File: src/rtl/tone_pkg.sv
// tone_pkg: shared types and constants for the tone detection chain
package tone_pkg;
   localparam int MAG_WIDTH = 8;
   localparam logic EVT_ONSET = 1'b1;
   localparam logic EVT_OFFSET = 1'b0;
   typedef enum logic [1:0] {IDLE, ATTACK, ON, RELEASE} tone_state_t;
endpackage

File: src/rtl/sat_counter.sv
// sat_counter: up-counter adding inc when en, clearing on clr, sticking at all-ones
// ports: clk, rst (sync, high), clr (sync clear, beats en), en, inc [IW], q [W]
module sat_counter #(
   parameter int W = 16,
   parameter int IW = 1
) (
   input  logic          clk,
   input  logic          rst,
   input  logic          clr,
   input  logic          en,
   input  logic [IW-1:0] inc,
   output logic [W-1:0]  q
);
   logic [W:0] sum;
   assign sum = {1'b0, q} + (W+1)'(inc);
   always_ff @(posedge clk)
      if (rst || clr) q <= '0;
      else if (en) q <= sum[W] ? '1 : sum[W-1:0];
endmodule

File: src/rtl/tone_qualifier.sv
// tone_qualifier: hysteresis/min-run debounce of a magnitude stream into tone level and onset/offset events
// ports: i_clk, i_rst (sync, high), i_valid, i_data [DATA_WIDTH_IN] in;
//        o_tone level, o_evt_valid strobe, o_evt_onset (1 onset / 0 offset), o_evt_len [LEN_WIDTH] out
module tone_qualifier
   import tone_pkg::*;
#(
   parameter int DATA_WIDTH_IN = MAG_WIDTH,
   parameter int THR_ON = 64,
   parameter int THR_OFF = 32,
   parameter int MIN_ON = 3,
   parameter int MIN_OFF = 2,
   parameter int LEN_WIDTH = 16
) (
   input  logic                     i_clk,
   input  logic                     i_rst,
   input  logic                     i_valid,
   input  logic [DATA_WIDTH_IN-1:0] i_data,
   output logic                     o_tone,
   output logic                     o_evt_valid,
   output logic                     o_evt_onset,
   output logic [LEN_WIDTH-1:0]     o_evt_len
);
   localparam int MAX_RUN = MIN_ON > MIN_OFF ? MIN_ON : MIN_OFF;
   localparam int RW = $clog2(MAX_RUN + 1);
   localparam logic [RW-1:0] MON = RW'(MIN_ON);
   localparam logic [RW-1:0] MOFF = RW'(MIN_OFF);
   localparam logic [DATA_WIDTH_IN-1:0] T_ON = DATA_WIDTH_IN'(THR_ON);
   localparam logic [DATA_WIDTH_IN-1:0] T_OFF = DATA_WIDTH_IN'(THR_OFF);
   if (THR_OFF > THR_ON) begin : g_bad_thr
      $error("tone_qualifier: THR_OFF must not exceed THR_ON");
   end
   if (MIN_ON < 1 || MIN_OFF < 1) begin : g_bad_min
      $error("tone_qualifier: MIN_ON and MIN_OFF must be at least 1");
   end
   tone_state_t state, state_n;
   logic [RW-1:0] run, run_n, inc;
   logic [LEN_WIDTH-1:0] len, len_n;
   logic clr, en, tone_n, evt_n, onset_n, hi, lo;
   assign hi = i_data >= T_ON;
   assign lo = i_data < T_OFF;
   // len counts committed tone samples; an aborted release run is folded in all at once
   sat_counter #(.W(LEN_WIDTH), .IW(RW)) u_len (
      .clk(i_clk), .rst(i_rst), .clr(clr), .en(en), .inc(inc), .q(len)
   );
   always_comb begin
      state_n = state;
      run_n = run;
      clr = 1'b0;
      en = 1'b0;
      inc = RW'(1);
      tone_n = o_tone;
      evt_n = 1'b0;
      onset_n = o_evt_onset;
      len_n = o_evt_len;
      if (i_valid)
         case (state)
            IDLE: if (hi) begin
               en = 1'b1;
               if (MIN_ON == 1) begin
                  state_n = ON;
                  tone_n = 1'b1;
                  evt_n = 1'b1;
                  onset_n = EVT_ONSET;
                  len_n = LEN_WIDTH'(MIN_ON);
               end else begin
                  state_n = ATTACK;
                  run_n = RW'(1);
               end
            end
            ATTACK: if (hi) begin
               en = 1'b1;
               run_n = run + RW'(1);
               if (run + RW'(1) == MON) begin
                  state_n = ON;
                  run_n = '0;
                  tone_n = 1'b1;
                  evt_n = 1'b1;
                  onset_n = EVT_ONSET;
                  len_n = LEN_WIDTH'(MIN_ON);
               end
            end else begin
               state_n = IDLE;
               run_n = '0;
               clr = 1'b1;
            end
            ON: if (!lo) en = 1'b1;
            else if (MIN_OFF == 1) begin
               state_n = IDLE;
               clr = 1'b1;
               tone_n = 1'b0;
               evt_n = 1'b1;
               onset_n = EVT_OFFSET;
               len_n = len;
            end else begin
               state_n = RELEASE;
               run_n = RW'(1);
            end
            RELEASE: if (lo) begin
               run_n = run + RW'(1);
               if (run + RW'(1) == MOFF) begin
                  state_n = IDLE;
                  run_n = '0;
                  clr = 1'b1;
                  tone_n = 1'b0;
                  evt_n = 1'b1;
                  onset_n = EVT_OFFSET;
                  len_n = len;
               end
            end else begin
               state_n = ON;
               run_n = '0;
               en = 1'b1;
               inc = run + RW'(1);
            end
            default: state_n = IDLE;
         endcase
   end
   always_ff @(posedge i_clk)
      if (i_rst) begin
         state <= IDLE;
         run <= '0;
         o_tone <= 1'b0;
         o_evt_valid <= 1'b0;
         o_evt_onset <= 1'b0;
         o_evt_len <= '0;
      end else begin
         state <= state_n;
         run <= run_n;
         o_tone <= tone_n;
         o_evt_valid <= evt_n;
         o_evt_onset <= onset_n;
         o_evt_len <= len_n;
      end
endmodule

File: config.mk
export PLATFORM = sky130hd
export DESIGN_NAME = tone_qualifier
export DESIGN_NICKNAME = d
export VERILOG_FILES = /design/src/rtl/tone_pkg.sv /design/src/rtl/sat_counter.sv /design/src/rtl/tone_qualifier.sv
export SDC_FILE = /design/constraint.sdc
export NUM_CORES = 1
export LEC_CHECK = 0
export CAP_MARGIN = 20
export CORE_MARGIN = 1
export CORE_UTILIZATION = 57
export DETAILED_ROUTE_END_ITERATION = 8
export PLACE_DENSITY = 0.86
export SYNTH_ARGS = -nofsm -noshare
export SYNTH_HDL_FRONTEND = slang
export SYNTH_HIERARCHICAL = 1
export SYNTH_SLANG_ARGS = --single-unit
File: constraint.sdc
create_clock -name i_clk -period 6.27 [get_ports i_clk]
set_clock_uncertainty 0.2 [all_clocks]
set_input_delay 1.5675 -clock i_clk [delete_from_list [all_inputs] [get_ports i_clk]]
set_output_delay 1.5675 -clock i_clk [all_outputs]
set_load 0.01 [all_outputs]
== Word level (Yosys, flattened, before mapping) ==
Index checks and enable logic that the tools add are counted.
Widths: inputs -> output; s select.

* Memory bits (writable): 0
* Memory bits (read-only): 0
* Output and inout bits: 19
* Register bits after elaboration: 38
* Word-level logic and storage cells: 72
* Bits in latches: 0
* Memories kept: 0

* Add/subtract/negate cells: 2
* Equal/unequal tests: 13
* Div/mod/pow operators: 0
* Multiply operators: 0
* Shift operators: 0
* Muxes and demuxes: 39
* Reductions and logical operators: 9
* Bitwise operators: 1
* $lt $le $gt $ge: 2

{| class="wikitable"
|+ Operator list
! operator !! number
|-
| $mux 16 || 5
|-
| $pmux 16 s2 || 1
|-
| $mux 2 || 14
|-
| $add 16x2->17 || 1
|-
| $pmux 2 s4 || 2
|-
| $mux 1 || 13
|-
| $ne 2x2->1 const B || 6
|-
| $eq 2x2->1 const B || 4
|-
| $ge 8x7->1 const B || 1
|-
| $lt 8x6->1 const B || 1
|-
| $pmux 1 s2 || 4
|-
| $ne 3x3->1 const B || 2
|-
| $reduce_and 6->1 || 1
|-
| $reduce_or 2->1 || 3
|-
| $reduce_and 5->1 || 1
|-
| $reduce_and 3->1 || 1
|-
| $add 2x1->2 const B || 1
|-
| $eq 2x1->1 const B || 1
|-
| $logic_not 2->1 || 1
|-
| $reduce_bool 2->1 || 1
|-
| $logic_or 1x1->1 || 1
|-
| $not 1->1 || 1
|}

== Logic depth before layout (Yosys ltp) ==
Gate-level depths: netlist of run 1.

* Depth in word-level cells: 7
* Mapped depth: 13

== Modules after synthesis ==
The synthesis of run 1 kept the hierarchy.

{| class="wikitable"
|+ Modules (own cells, without submodules)
! module !! area an instance (um2) !! instances !! seq. area each (um2) !! cells an instance
|-
| tone_qualifier || 1117.3 || 1 || 440.4 || 133
|-
| sat_counter || 838.3 || 1 || 320.3 || 89
|}

== Least setup slack after synthesis of run 1 ==
No wires, ideal clock.

* Kind: input to register
* Start: in i_data[7]
* End: reg u_len.q[15]
* Required time: 5991 ps
* Path slack: 2299 ps
* Stages: 9
* Arrival: 3692 ps
* Cells stage by stage: or3_1 > nand4_1 > ha_1 > inv_1 > fa_1 > nand4b_2 > or3_1 > and4_1 > a211oi_2

* Cells in the longest elaborated chain, start to end: 6

{| class="wikitable"
|+ RTL lines
! element !! line !! text
|-
| start: declaration || tone_qualifier.sv:17 || <nowiki>input logic [DATA_WIDTH_IN-1:0] i_data,</nowiki>
|-
| $lt 8x6->1 || tone_qualifier.sv:40 || <nowiki>assign lo = i_data < T_OFF;</nowiki>
|-
| $mux 2 || tone_qualifier.sv:98 || <nowiki>RELEASE: if (lo) begin</nowiki>
|-
| $mux 2 || tone_qualifier.sv:56 || <nowiki>case (state)</nowiki>
|-
| $mux 2 || tone_qualifier.sv:55 || <nowiki>if (i_valid)</nowiki>
|-
| via inc[0] || tone_qualifier.sv:36 || <nowiki>logic [RW-1:0] run, run_n, inc;</nowiki>
|-
| $add 16x2->17 || sat_counter.sv:15 || <nowiki>assign sum = {1'b0, q} + (W+1)'(inc);</nowiki>
|-
| $mux 16 || sat_counter.sv:18 || <nowiki>else if (en) q <= sum[W] ? '1 : sum[W-1:0];</nowiki>
|-
| end signal: assignment || sat_counter.sv:18 ||
|-
| end: declaration || sat_counter.sv:12 || <nowiki>output logic [W-1:0] q</nowiki>
|}

The timed path passes the listed nets, and every way through them passes these cells.
A chain may end at the register's enable or synchronous reset.

== Worst setup path after layout of run 1 ==
* Start: in i_data[7]
* End: reg u_len.q[7]

Same word-level chain as after synthesis.

==> results.toml, run 1 <==
[synth]
synth_edf_count = 0
most_common_cell_in_the_synthesized_netlist = "sky130_fd_sc_hd__dfxtp_1"
synth_area_leader_cell = "sky130_fd_sc_hd__dfxtp_1"
netlist_instances = 222
yosys_warnings = 6
synth.yosys.seq_area_share_pct = 38.90
yosys.area.top_type_share_pct = 38.90
synth_flop_cell = "sky130_fd_sc_hd__dfxtp_1"
synth.net_count = 240
netlist-cell-type-count = 50
ys_seq_elements = 38
yosys-top-cells-area = "sky130_fd_sc_hd__dfxtp_1 (39%), sky130_fd_sc_hd__a21oi_1 (9.0%), sky130_fd_sc_hd__nand4_1 (5.8%)"
mappedNetlistArea_um2 = 1956
synthTopCellsByCount = "sky130_fd_sc_hd__dfxtp_1 (38), sky130_fd_sc_hd__a21oi_1 (35), sky130_fd_sc_hd__nand4_1 (18)"
avgSynthCellArea_um2 = 8.809
synth_async_sr_flop_share_pct = 0

[sta]
slew-limit-headroom_pct = 38.01
finalCriticalPeriod_ns = 4.464
slew_violations = 0
final-setup-viol-count = 0
setup_repair_after_global_routing_missed_its_margin = "no"
timing.final.hold_violations = 0
setup-tns-final_ns = 0
worst_tran_pin_value_ns = 0.9216
maximum_clock_frequency_mhz = 224.0
fin_crit_sh_pct = 71.20

[worst_setup_path]
reg2reg_depth = 8
worstPathMaxFanout = 13
critical_path_arrival_ns = 4.53
worst_setup_path_end_kind = "flip-flop"
regToRegStartpoint = "state[1]"
critPathKind = "primary input to flip-flop"
worst_setup_path_start_kind = "primary input"
worst_ep_required_time_ns = 6.33
crit_start = "i_data[7]"

[floorplanning]
coreArea_um2 = 3153
site_row_count = 20
initial_utilization_pct = 62.02
fp.dieArea_um2 = 3669
die_x_um = 60.58
ioPinCount = 30
die_h_um = 60.58

[grt]
antenna_found_initial = 0
grt_max_degree = 24
global_route.overflow_total = 0
global_route_usage_over_all_layers_pct = 25.49
grt_pass1_wl_um = 6858
vias_in_the_first_global_route = 1474

[route]
routedWlPerCell_um = 14.93
finalWirelength_um = 4211
first_iter_violations = 100
drt_pre_antenna_iters = 4
drt.antenna.violating_nets = 0
vias_after_detailed_routing = 1686
drcViolationCount = 0
via_per_inst = 5.979

[power]
power.clock.fraction_pct = 27.7
p_int_mw = 0.3031
power_switching_share_pct = 26.80
total_power_mw = 0.4141
p_comb_share_pct = 11.7
static-leakage-power_nw = 0.6942
worst_ir_drop_vdd_mv = 0.1303
p_per_area_nw_per_um2 = 186.1
sequentialPowerShare_pct = 60.6
power_switching_mw = 0.1110

[clock_network]
postCtsSetupRepairBufs = 0
clk_path_buf_depth = 2
postCtsResizedCells = 0
clk_latency_ns = 0.33
clock_slew_seen_by_the_registers_of_the_worst_setup_and_hold_paths_ns = 0.10
tritoncts_clock_tree = "built"
cts_hold_repair.buffers = 0
cts_root_buf = "sky130_fd_sc_hd__clkbuf_4"
htree_num_levels = 2
cts_buffers = 5
cts.sinks = 38

[worst_hold_path]
timing.hold.worst.class = "flip-flop to flip-flop"
worstHoldStart = "o_evt_len[13]"
holdPathStages = 2

[cells_and_area]
stdcell_count = 282
flow.area_growth_from_synthesis_pct = 13.76
diodes = 0
nets = 256
finish.utilization_pct = 70.56
drive_gt1_share_pct = 8.403

[place]
gp_congestion = 0.8727
dpl.hpwl_um = 3069
portBuffers = 24
dpl.cell_count = 274

[run]
drv.max_cap_violation_count = 0

[run_status]
status = "completed"
## through the flow
| step | hold slack (ns) | setup WS (ns) | cell area, um^2 |
|---|---|---|---|
| 3_3_place_gp | 0.2616 | 1.542 | 2170 |
| 5_1_grt | 0.3089 | 1.642 | 2225 |
| 6_report | 0.2802 | 1.806 | 2225 |
| 3_5_place_dp | 0.2743 | 1.504 | 2170 |
| 4_1_cts | 0.2909 | 1.844 | 2217 |
| 2_1_floorplan | 0.2588 | 2.299 | 1956 |
## registers in the layout (all words and copies together), names as in the netlist
register,flops
state,2
o_evt_len,16
o_evt_valid,1
u_len/q,16
run,2
o_evt_onset,1
## power by group through the flow
stage,registers [mW],logic (mW),clock network [mW]
6_report,0.251,0.0483,0.115
4_1_cts,0.251,0.0468,0.119
5_1_grt,0.252,0.0532,0.131
3_3_place_gp,0.256,0.0453,0
3_5_place_dp,0.256,0.0466,0
2_1_floorplan,0.254,0.0356,0
## kinds of logic after synthesis
family	Yosys count	synth area share, %
and+or+nand+nor	66	22.52
buffers and inverters	27	6.270
adders and majority gates	7	4.862
muxes	1	0.5119
DFF	38	38.90
AOI/OAI and AO/OA	73	22.46
xor gates and xnor gates	10	4.479
## layout make-up
type	instances	area (um^2)
Clock buffer	5	37.54
Fill cell	278	928.4
Tap cell	44	55.05
Clock inverter	2	10.01
Sequential cell	38	760.7
Inverter	11	41.29
Timing Repair Buffer	25	247.7
Multi-Input combinational cell	157	1072
## layout by cell type (no fill, tap or decap), types with 3 or more instances in the layout
| master | n |
|---|---|
| sky130_fd_sc_hd__a21oi_1 | 35 |
| sky130_fd_sc_hd__a31oi_1 | 3 |
| sky130_fd_sc_hd__and4_1 | 3 |
| sky130_fd_sc_hd__clkbuf_4 | 5 |
| sky130_fd_sc_hd__clkdlybuf4s50_1 | 24 |
| sky130_fd_sc_hd__dfxtp_1 | 38 |
| sky130_fd_sc_hd__ha_1 | 6 |
| sky130_fd_sc_hd__inv_1 | 11 |
| sky130_fd_sc_hd__nand2_1 | 8 |
| sky130_fd_sc_hd__nand4_1 | 18 |
| sky130_fd_sc_hd__nor2_1 | 6 |
| sky130_fd_sc_hd__nor3_1 | 8 |
| sky130_fd_sc_hd__nor4_1 | 4 |
| sky130_fd_sc_hd__o21ai_0 | 16 |
| sky130_fd_sc_hd__or3_1 | 3 |
| sky130_fd_sc_hd__xnor2_1 | 8 |
## worst max-delay path: stages
cell and delay, ns:
sky130_fd_sc_hd__clkdlybuf4s50_1 0.52, sky130_fd_sc_hd__or3_1 0.51, sky130_fd_sc_hd__nand4_1 0.15, sky130_fd_sc_hd__ha_1 0.18, sky130_fd_sc_hd__inv_1 0.07, sky130_fd_sc_hd__fa_1 0.41
sky130_fd_sc_hd__nand4b_2 0.28, sky130_fd_sc_hd__nor4_4 0.32, sky130_fd_sc_hd__nand3_2 0.31, sky130_fd_sc_hd__a21oi_1 0.22
## routing by layer
metal	track usage, %	wire length (um)
met4	9.740	37
met5	0	0
met2	36.89	1832
met3	4.904	209
met1	37.37	2131
## final timing paths
path,to,slack (ns)
worst min register to register,o_evt_len[13],0.28
worst min-delay path,o_evt_len[13],0.28
worst max-delay path,u_len/q[7],1.81
worst max register to register,u_len/q[7],2.98
Note: power is estimated with default switching activity, not from simulation.
==> run 2: changes to the inputs <==
- CORE_UTILIZATION: 57 -> 53
- PLACE_DENSITY: 0.86 -> 0.81
- clock period: 6.27 -> 4.4 ns (I/O delays scaled with it)
==> run 2 against run 1 <==
- via count rose by 3.7%
- count of clock-buffer cells in the layout rose by 1
- combinational power rose by 50%
- register-to-register slack got worse by 1.9 ns
- global-route usage fell by 0.10 points
- critical path type unchanged
==> results.toml, run 2 (synthesis results as in run 1) <==
[sta]
maximum_clock_frequency_mhz = 257.9
fin_crit_sh_pct = 88.14
setup-tns-final_ns = 0
slew-limit-headroom_pct = 36.72
worst_tran_pin_value_ns = 0.9474
slew_violations = 0
setup_repair_after_global_routing_missed_its_margin = "no"
timing.final.hold_violations = 0
final-setup-viol-count = 0
finalCriticalPeriod_ns = 3.878

[cells_and_area]
flow.area_growth_from_synthesis_pct = 18.23
layout_commonest_cell = "sky130_fd_sc_hd__dfxtp_1"
nets = 261
leading_registers_by_flop_count = "o_evt_len (16), u_len/q (16)"
drive_gt1_share_pct = 10.66
most-common-layout-cells = "sky130_fd_sc_hd__dfxtp_1 (38), sky130_fd_sc_hd__a21oi_1 (35), sky130_fd_sc_hd__clkdlybuf4s50_1 (24), sky130_fd_sc_hd__nand4_1 (18), sky130_fd_sc_hd__o21ai_0 (16)"
diodes = 0

[floorplanning]
ioPinCount = 30
site_row_count = 21
die_x_um = 62.75
die_h_um = 62.75
coreArea_um2 = 3442
fp.dieArea_um2 = 3937
initial_utilization_pct = 56.82

[place]
portBuffers = 24
dpl.hpwl_um = 3037
gp_congestion = 0.8949

[run_status]
status = "completed"

[clock_network]
clock_slew_seen_by_the_registers_of_the_worst_setup_and_hold_paths_ns = 0.08
cts_hold_repair.buffers = 0
postCtsResizedCells = 0
clk_path_buf_depth = 2
clk_latency_ns = 0.29
postCtsSetupRepairBufs = 0
tritoncts_clock_tree = "built"
cts_buffers = 5
cts.sinks = 38
cts_root_buf = "sky130_fd_sc_hd__clkbuf_8"
htree_num_levels = 2

[route]
finalWirelength_um = 4332
drt_pre_antenna_iters = 4
first_iter_violations = 79
routedWlPerCell_um = 14.94
vias_after_detailed_routing = 1749
drcViolationCount = 0
via_per_inst = 6.031
drt.antenna.violating_nets = 0

[worst_setup_path]
critPathKind = "primary input to flip-flop"
worst_setup_path_end_kind = "flip-flop"
worstPathMaxFanout = 13
worst_ep_required_time_ns = 4.42
reg2reg_depth = 8
r2r-end = "u_len/q[13]"
reg2reg_slack_ns = 1.13
regToRegStartpoint = "state[0]"
critical_path_arrival_ns = 3.90
worst_setup_path_start_kind = "primary input"

[grt]
grt_max_degree = 24
grt_pass1_wl_um = 7852
global_route.overflow_total = 0
global_route_usage_over_all_layers_pct = 25.39
antenna_found_initial = 0
vias_in_the_first_global_route = 1679

[power]
power_switching_mw = 0.1763
p_comb_share_pct = 10.6
p_int_mw = 0.5029
power_switching_share_pct = 25.96
static-leakage-power_nw = 0.7348
p_per_area_nw_per_um2 = 293.7
worst_ir_drop_vdd_mv = 0.2048
power.clock.fraction_pct = 36.8
total_power_mw = 0.6792
sequentialPowerShare_pct = 52.5

[worst_hold_path]
worstHoldStart = "o_evt_len[6]"
hold_path_end = "o_evt_len[6]"
holdPathStages = 2
timing.hold.worst.class = "flip-flop to flip-flop"

[run]
drv.max_cap_violation_count = 0
run 2: per-layer routing:
layer	part of all wire [%]	routed length [um]	track usage (%)
met1	51	2205	36.42
met2	42	1817	36.82
met3	5.9	255	6.022
met4	1.2	54	9.012
met5	0	0	0
run 2: per-stage QoR:
| step | util [%] | hold slack, ns | setup WS [ns] | std cells | area [um^2] |
|---|---|---|---|---|---|
| 2_1_floorplan | - | 0.2588 | 0.8963 | 222 | 1956 |
| 3_3_place_gp | 64.41 | 0.2605 | 0.3053 | 282 | 2217 |
| 3_5_place_dp | 64.41 | 0.2665 | 0.2234 | 282 | 2217 |
| 4_1_cts | 67.18 | 0.2776 | 0.5411 | 290 | 2312 |
| 5_1_grt | 67.18 | 0.3064 | 0.3423 | 290 | 2312 |
| 6_report | 67.18 | 0.2768 | 0.5220 | 290 | 2312 |
run 2: power by group through the flow:
| stage | clock (mW) | sequential (mW) | combinational, mW |
|---|---|---|---|
| 6_report | 0.250 | 0.357 | 0.0723 |
| 5_1_grt | 0.270 | 0.358 | 0.0810 |
| 4_1_cts | 0.254 | 0.357 | 0.0719 |
| 3_5_place_dp | 0 | 0.365 | 0.0713 |
| 3_3_place_gp | 0 | 0.365 | 0.0703 |
| 2_1_floorplan | 0 | 0.362 | 0.0507 |
run 2: worst max-delay path, cell delays in order:
cell,delay (ns)
sky130_fd_sc_hd__clkdlybuf4s50_1,0.42
sky130_fd_sc_hd__or3_1,0.48
sky130_fd_sc_hd__nand4_1,0.14
sky130_fd_sc_hd__ha_1,0.18
sky130_fd_sc_hd__inv_1,0.06
sky130_fd_sc_hd__fa_1,0.40
sky130_fd_sc_hd__nand4b_2,0.27
sky130_fd_sc_hd__nor4_4,0.30
sky130_fd_sc_hd__nand3_2,0.32
sky130_fd_sc_hd__a31oi_1,0.23
run 2: how the worst max path moves through the flow:
stage,start,end,slack (ns),depth (start not counted)
3_3_place_gp,i_data[7],u_len/q[13],0.31,10
2_1_floorplan,i_data[7],u_len/q[15],0.90,9
5_1_grt,i_data[7],u_len/q[6],0.34,10
3_5_place_dp,i_data[7],u_len/q[13],0.22,10
6_report,i_data[7],u_len/q[13],0.52,10
4_1_cts,i_data[7],u_len/q[13],0.54,10
run 2: layout make-up:
type                    count  area (um^2)
clock buffers               6        82.58
clock inverters             2        12.51
fillers                   295         1130
inverters                  11        41.29
multi-input cells         157         1072
flip-flops and latches     38        760.7
well taps                  46        57.56
repair buffers             30        285.3
==> run 3: changes to the inputs <==
--- a/constraint.sdc
+++ b/constraint.sdc
@@ -3,3 +3,3 @@
 set_input_delay 1.1 -clock i_clk [delete_from_list [all_inputs] [get_ports i_clk]]
 set_output_delay 1.1 -clock i_clk [all_outputs]
-set_load 0.01 [all_outputs]
+set_load 0.02 [all_outputs]
==> results of run 3 <==
Same layout as run 2 (identical final DEF). Status: completed.
Among the figures that moved: total power 0.6792 mW -> 0.6810 mW; worst IR drop on VDD 0.2048 mV -> 0.2088 mV
